==> config.mk <==
export PLATFORM = sky130hd
export DESIGN_NAME = reg_file_mp
export DESIGN_NICKNAME = d
export VERILOG_FILES = /design/src/rtl/rv32_isa.sv /design/src/rtl/reg_transport.sv /design/src/rtl/reg_scoreboard.sv /design/src/rtl/reg_file_mp.sv
export SDC_FILE = /design/constraint.sdc
export NUM_CORES = 2
export LEC_CHECK = 0
export BUFFER_PORTS_ARGS = -buffer_cell sky130_fd_sc_hd__buf_2
export CAP_MARGIN = 20
export CORE_ASPECT_RATIO = 1.25
export CORE_MARGIN = 8
export CORE_UTILIZATION = 40
export CTS_CLUSTER_SIZE = 14
export DETAILED_ROUTE_END_ITERATION = 8
export PLACE_DENSITY = 0.67
export SYNTH_ARGS = -nofsm -noshare
export SYNTH_HDL_FRONTEND = slang
export SYNTH_SLANG_ARGS = --single-unit
export TNS_END_PERCENT = 20
==> constraint.sdc <==
create_clock -name iClk -period 33.9 [get_ports iClk]
set_clock_uncertainty 0.05 [all_clocks]
set_input_delay 3.39 -clock iClk [delete_from_list [all_inputs] [get_ports iClk]]
set_output_delay 3.39 -clock iClk [all_outputs]
set_load 0.05 [all_outputs]
==> src/rtl/rv32_isa.sv <==
// rv32_isa
// Architectural constants of the RV32 integer ISA shared across the core.
// RegWidth     : integer register data width
// RegAddrWidth : integer register index width
package rv32_isa;

    localparam int RegWidth     = 32;
    localparam int RegAddrWidth = 5;

endpackage : rv32_isa

==> src/rtl/reg_transport.sv <==
// reg_transport
// Register writeback transport type and port-count limits for the register file.
// reg_transport_t : {addr, value} pair carried from writeback to a write port
// MaxReadPorts    : largest supported read port count
// MaxWritePorts   : largest supported write port count
package reg_transport;

    import rv32_isa::*;

    localparam int MaxReadPorts  = 4;
    localparam int MaxWritePorts = 2;

    typedef struct packed {
        logic [RegAddrWidth-1:0] addr;
        logic [RegWidth-1:0]     value;
    } reg_transport_t;

endpackage : reg_transport

==> src/rtl/reg_scoreboard.sv <==
// reg_scoreboard
// Holds one pending bit per architectural register and applies the
// flush > reserve > write-clear priority at every rising edge.
// Ports:
//   iClk         : clock
//   iRst         : asynchronous active-high reset, clears every bit
//   iFlush       : clear all pending bits, ignoring a same-cycle reserve
//   iRsvEn       : mark iRsvAddr as pending
//   iRsvAddr     : destination register being reserved
//   iClrMask     : one bit per register that has an enabled write this cycle
//   oPendingMask : current pending bits, bit 0 always 0
module reg_scoreboard #(
    parameter int N_REGS     = 32,
    parameter int ADDR_WIDTH = 5
) (
    input  logic                  iClk,
    input  logic                  iRst,
    input  logic                  iFlush,
    input  logic                  iRsvEn,
    input  logic [ADDR_WIDTH-1:0] iRsvAddr,
    input  logic [N_REGS-1:0]     iClrMask,
    output logic [N_REGS-1:0]     oPendingMask
);

    logic [N_REGS-1:0] pending;
    logic [N_REGS-1:0] pendingNext;

    // Next pending state. A reserve beats a write-clear on the same register
    // because the newly issued instruction is now the owner of that register.
    // x0 can never have a producer, so its bit is forced low last.
    always_comb begin
        pendingNext = pending;
        if (iFlush) begin
            pendingNext = '0;
        end else begin
            for (int r = 0; r < N_REGS; r++) begin
                if (iRsvEn && (iRsvAddr == ADDR_WIDTH'(r))) begin
                    pendingNext[r] = 1'b1;
                end else if (iClrMask[r]) begin
                    pendingNext[r] = 1'b0;
                end
            end
        end
        pendingNext[0] = 1'b0;
    end

    // Pending bit register; reset drops every outstanding reservation.
    always_ff @(posedge iClk or posedge iRst) begin
        if (iRst) begin
            pending <= '0;
        end else begin
            pending <= pendingNext;
        end
    end

    assign oPendingMask = pending;

endmodule : reg_scoreboard

==> src/rtl/reg_file_mp.sv <==
// reg_file_mp
// Multi-port RV32 integer register file with write-pending scoreboard and
// optional same-cycle write-to-read bypass. x0 reads zero and is never pending.
// Ports:
//   iClk         : clock, all state updates on the rising edge
//   iRst         : asynchronous active-high reset
//   iWr          : per write port {addr, value}
//   iWrEn        : per write port enable
//   iRdAddr      : per read port register address
//   oRdData      : per read port data (combinational)
//   oRdReady     : per read port, 1 = addressed register has no outstanding producer
//   iRsvEn       : reserve a destination register
//   iRsvAddr     : register to mark pending
//   iFlush       : clear all pending bits
//   oPendingMask : current pending bits
module reg_file_mp
    import rv32_isa::*;
    import reg_transport::*;
#(
    parameter int N_REGS     = 32,
    parameter int REG_WIDTH  = RegWidth,
    parameter int ADDR_WIDTH = RegAddrWidth,
    parameter int N_READ     = 2,
    parameter int N_WRITE    = 1,
    parameter int BYPASS     = 1
) (
    input  logic                                iClk,
    input  logic                                iRst,
    input  reg_transport_t [N_WRITE-1:0]        iWr,
    input  logic [N_WRITE-1:0]                  iWrEn,
    input  logic [N_READ-1:0][ADDR_WIDTH-1:0]   iRdAddr,
    output logic [N_READ-1:0][REG_WIDTH-1:0]    oRdData,
    output logic [N_READ-1:0]                   oRdReady,
    input  logic                                iRsvEn,
    input  logic [ADDR_WIDTH-1:0]               iRsvAddr,
    input  logic                                iFlush,
    output logic [N_REGS-1:0]                   oPendingMask
);

    // Elaboration-time sanity checks. The transport struct has fixed field
    // widths, so the data and address widths must also match it.
    initial begin
        if (ADDR_WIDTH != $clog2(N_REGS))
            $fatal(1, "reg_file_mp: ADDR_WIDTH %0d does not match N_REGS %0d", ADDR_WIDTH, N_REGS);
        if (ADDR_WIDTH != RegAddrWidth || REG_WIDTH != RegWidth)
            $fatal(1, "reg_file_mp: widths must match reg_transport_t fields");
        if (N_READ < 1 || N_READ > MaxReadPorts)
            $fatal(1, "reg_file_mp: N_READ %0d out of range", N_READ);
        if (N_WRITE < 1 || N_WRITE > MaxWritePorts)
            $fatal(1, "reg_file_mp: N_WRITE %0d out of range", N_WRITE);
    end

    logic [REG_WIDTH-1:0] regs [N_REGS];
    logic [N_REGS-1:0]    wrHit;
    logic [N_REGS-1:0]    pendingMask;

    // One bit per register that some enabled write port targets this cycle.
    // Feeds the scoreboard so a retiring write clears its pending bit.
    always_comb begin
        wrHit = '0;
        for (int p = 0; p < N_WRITE; p++) begin
            if (iWrEn[p]) begin
                wrHit[iWr[p].addr] = 1'b1;
            end
        end
    end

    // Data array. Ports are scanned low to high so the highest-indexed port
    // targeting a register is the last assignment and therefore wins.
    // Entry 0 is never written, which keeps x0 at zero.
    always_ff @(posedge iClk or posedge iRst) begin
        if (iRst) begin
            for (int r = 0; r < N_REGS; r++) begin
                regs[r] <= '0;
            end
        end else begin
            for (int r = 1; r < N_REGS; r++) begin
                for (int p = 0; p < N_WRITE; p++) begin
                    if (iWrEn[p] && (iWr[p].addr == ADDR_WIDTH'(r))) begin
                        regs[r] <= iWr[p].value;
                    end
                end
            end
        end
    end

    // Read ports. With bypass enabled, a same-cycle write to the read address
    // supplies the data and also makes the port ready, since that write is the
    // producer being waited on. A same-cycle reserve is not visible here; it
    // only shows up once the scoreboard has registered it.
    always_comb begin
        oRdData  = '0;
        oRdReady = '1;
        for (int i = 0; i < N_READ; i++) begin
            if (iRdAddr[i] != '0) begin
                oRdData[i]  = regs[iRdAddr[i]];
                oRdReady[i] = ~pendingMask[iRdAddr[i]];
                if (BYPASS != 0) begin
                    for (int p = 0; p < N_WRITE; p++) begin
                        if (iWrEn[p] && (iWr[p].addr == iRdAddr[i])) begin
                            oRdData[i]  = iWr[p].value;
                            oRdReady[i] = 1'b1;
                        end
                    end
                end
            end
        end
    end

    reg_scoreboard #(
        .N_REGS     (N_REGS),
        .ADDR_WIDTH (ADDR_WIDTH)
    ) u_scoreboard (
        .iClk         (iClk),
        .iRst         (iRst),
        .iFlush       (iFlush),
        .iRsvEn       (iRsvEn),
        .iRsvAddr     (iRsvAddr),
        .iClrMask     (wrHit),
        .oPendingMask (pendingMask)
    );

    assign oPendingMask = pendingMask;

endmodule : reg_file_mp

==> out/results.tsv <==
stage	metric	value	unit
run_status	status	completed	
die	dieHeight	433.4	um
clock_tree	cts_setup_buffers	0	
setup_path	slowest_stage	buf_4	
route	drtAntennaViolNets	0	
clock_tree	cts.clk_slew.worst_paths	0.05	ns
synthesis	synth_edf_count	0	
finish	final_layout_size_suffix_gt1_share	50.90	%
timing	period_share	32.59	%
setup_path	critical_path_class	input port to output pin	
clock_tree	root_buffer	clkbuf_16	
setup_path	critPathLaunch	iRdAddr[0]	
timing	rsz0062_at_grt	no	
setup_path	crit_path_start_kind	input port	
pwr	power.total	0.003667	W
pwr	vdd_ir_drop_max	48.90	uV
timing	fin_setup_tns	0	ns
synthesis	ys_seq_area_share	45.92	%
synthesis	synth_seq_cells	1023	
route	drcViolationCount	0	
synthesis	syn_nets	3917	
route	drt_wl_total	189500	um
pwr	p_per_area	59.43	nW/um^2
grt	grt_pass1_vias	38290	
grt	grt_pass1_wl	276500	um
synthesis	yosysUniqueCellTypes	56	
timing	worst_pin_slew	1.099	ns
clock_tree	cts_resized	0	
clock_tree	cts_tree	done	
setup_path	r2r_slack	33.02	ns
route	vias	37670	
job	drv_cap	0	
synthesis	ys_warn_count	32	
setup_path	cp.buffers_inverters	4	
clock_tree	cts_hold_buf	0	
setup_path	cp_top_family	buffers and inverters	
clock_tree	clockBufferDepth	3	
route	wire_per_inst	32.96	um
setup_path	cp.depth	9	
placement	dp_hpwl	105900	um
placement	gp_congestion	0.8276	
synthesis	syn_avg_cell_area	14.44	sq um
placement	port_buffers	153	
timing	finalSetupViolations	0	
synthesis	synthTopCellsByArea	dfrtp_1 (46%), mux2_2 (21%), mux4_2 (17%)	
finish	syn_to_final_growth	10.68	%
clock_tree	clock_sinks	1023	
die	ios	155	
setup_path	endpoint	oRdData[28]	
synthesis	synth_ff_type	dfrtp_1	
synthesis	synth_largest_area_cell	dfrtp_1	
setup_path	arrival	7.61	ns
die	fp.dieW	349.9	um
timing	slew_headroom	26.75	%
setup_path	cp.required	30.46	ns
finish	n_fill_cell	12280	
setup_path	path_max_fanout	83	
setup_path	worstRegToRegCells	2	
synthesis	syn_inst	3860	
clock_tree	cts_max_level	3	
clock_tree	worstSkewPairLatency	0.69	ns
pwr	leakage	26.29	nW
setup_path	r2r_start	u_scoreboard.oPendingMask[18]	
placement	dp_slack	22.71	ns
timing	period_minus_slack	11.05	ns
setup_path	cp-end-kind	output pin	
die	die_area	151600	sq um
timing	report.final.hold_viol_count	0	
route	dr.pass1.iters	6	
timing	layout_setup_ws	22.85	ns
grt	antenna_found_initial	18	
synthesis	netlist.area_leader.share	45.92	%
timing	timing.fmax	0.09050	GHz
route	viasPerCell	6.551	
grt	overflow	0	
timing	slew_violations	0	
setup_path	max_stage_delay	0.81	ns
synthesis	synthArstFlopShare	100.0	%
die	num_rows	153	
timing	whs	0.4575	ns
synthesis	synth_area	55740	sq um
finish	final_core_util	44.45	%
die	core	138800	sq um
worst_hold_path	hold_class	register to register	
grt	grt.total_usage	24.60	%
clock_tree	cts_made_buffers	111	
setup_path	r2r-end	u_scoreboard.oPendingMask[18]	
grt	grt_max_degree	170	
route	first_iter_violations	4739	
finish	layout.nets	3849	
die	initial_core_util	40.16	%
setup_path	crit_chain	buf_8, buf_12, buf_4, or3b_1, o221ai_1, a211oi_1, or4_1, a21oi_1, buf_2	
==> registers in the layout, summed over array words and instances (netlist names) <==
register                   count
regs                         992
u_scoreboard.oPendingMask     31
==> layout by cell type (no fill, tap or decap), types with 15 or more instances in the layout <==
master and count:
a211oi_1 74, a21oi_1 44, a221oi_1 69, a22o_1 36
a22oi_1 28, buf_2 146, buf_4 86, clkbuf_1 20
clkbuf_16 112, clkbuf_8 35, clkinv_2 22, dfrtp_1 1023
mux2_1 30, mux2_2 1061, mux2i_1 84, mux4_2 431
nand2_1 74, nand3_1 17, nor2_1 46, nor2_4 17
nor2b_1 70, nor3_1 52, o21ai_0 48, o221ai_1 18
o22ai_1 39, o31ai_1 15, o41ai_1 15
==> how the worst min path moves through the flow <==
stage	startpoint	end	slack, ns	cells after the start
CTS	regs[631]	regs[631]	0.46	1
global placement	regs[241]	regs[241]	0.43	1
finish	regs[240]	regs[240]	0.46	1
detailed placement	regs[631]	regs[631]	0.45	1
floorplan	regs[631]	regs[631]	0.42	1
global route	regs[241]	regs[241]	0.48	1
==> synth_stat cells (all sizes together) (53+ instances only) <==
cell type	instances
a211oi	74
a221oi	69
buf	218
clkbuf	208
dfrtp	1023
mux2	1091
mux2i	84
mux4	440
nand2	90
nor2	64
nor2b	73
nor3	53
==> per-stage QoR <==
stage               cells  area (sq um)
finish               5751         61700
global route         5746         61680
CTS                  5744         61670
detailed placement   5537         57900
global placement     5535         57890
floorplan            3860         55740
==> cell type report <==
class / count / area (sq um) / share of cell area, %
multi-input combinational: 2409 / 28380 / 46.00
sequential: 1023 / 25600 / 41.49
clock buffer: 166 / 3346 / 5.423
tap: 1860 / 2327 / 3.772
timing repair buffer: 245 / 1589 / 2.576
clock inverter: 41 / 424.2 / 0.6875
inverter: 2 / 15.01 / 0.02434
antenna: 5 / 12.51 / 0.02028
==> cell families after synthesis <==
group	Yosys count	share of synthesized area, %
flip-flops	1023	45.92
other	1	0.006727
AND/OR/NAND/NOR	360	3.288
buffers and inverters	428	3.668
AO/OA/AOI/OAI	423	5.573
XOR/XNOR	10	0.1571
multiplexers	1615	41.38
==> report_power, final <==
part           total, W  switching [W]  internal (W)
Sequential      0.00163       0.000172       0.00145
Combinational  0.000787       0.000355      0.000432
Clock           0.00125       0.000521      0.000733
==> layer usage <==
metal	wire [um]	vias up	share of wire [%]	track usage, %
met5	40	-	0.021	0
met1	74460	20300	39	33.07
met2	87870	2069	46	38.54
li1	-	14840	-	-
met3	18560	465	9.8	5.632
met4	8611	6	4.5	10.09
No activity file was read; power rests on OpenSTA's default activity.
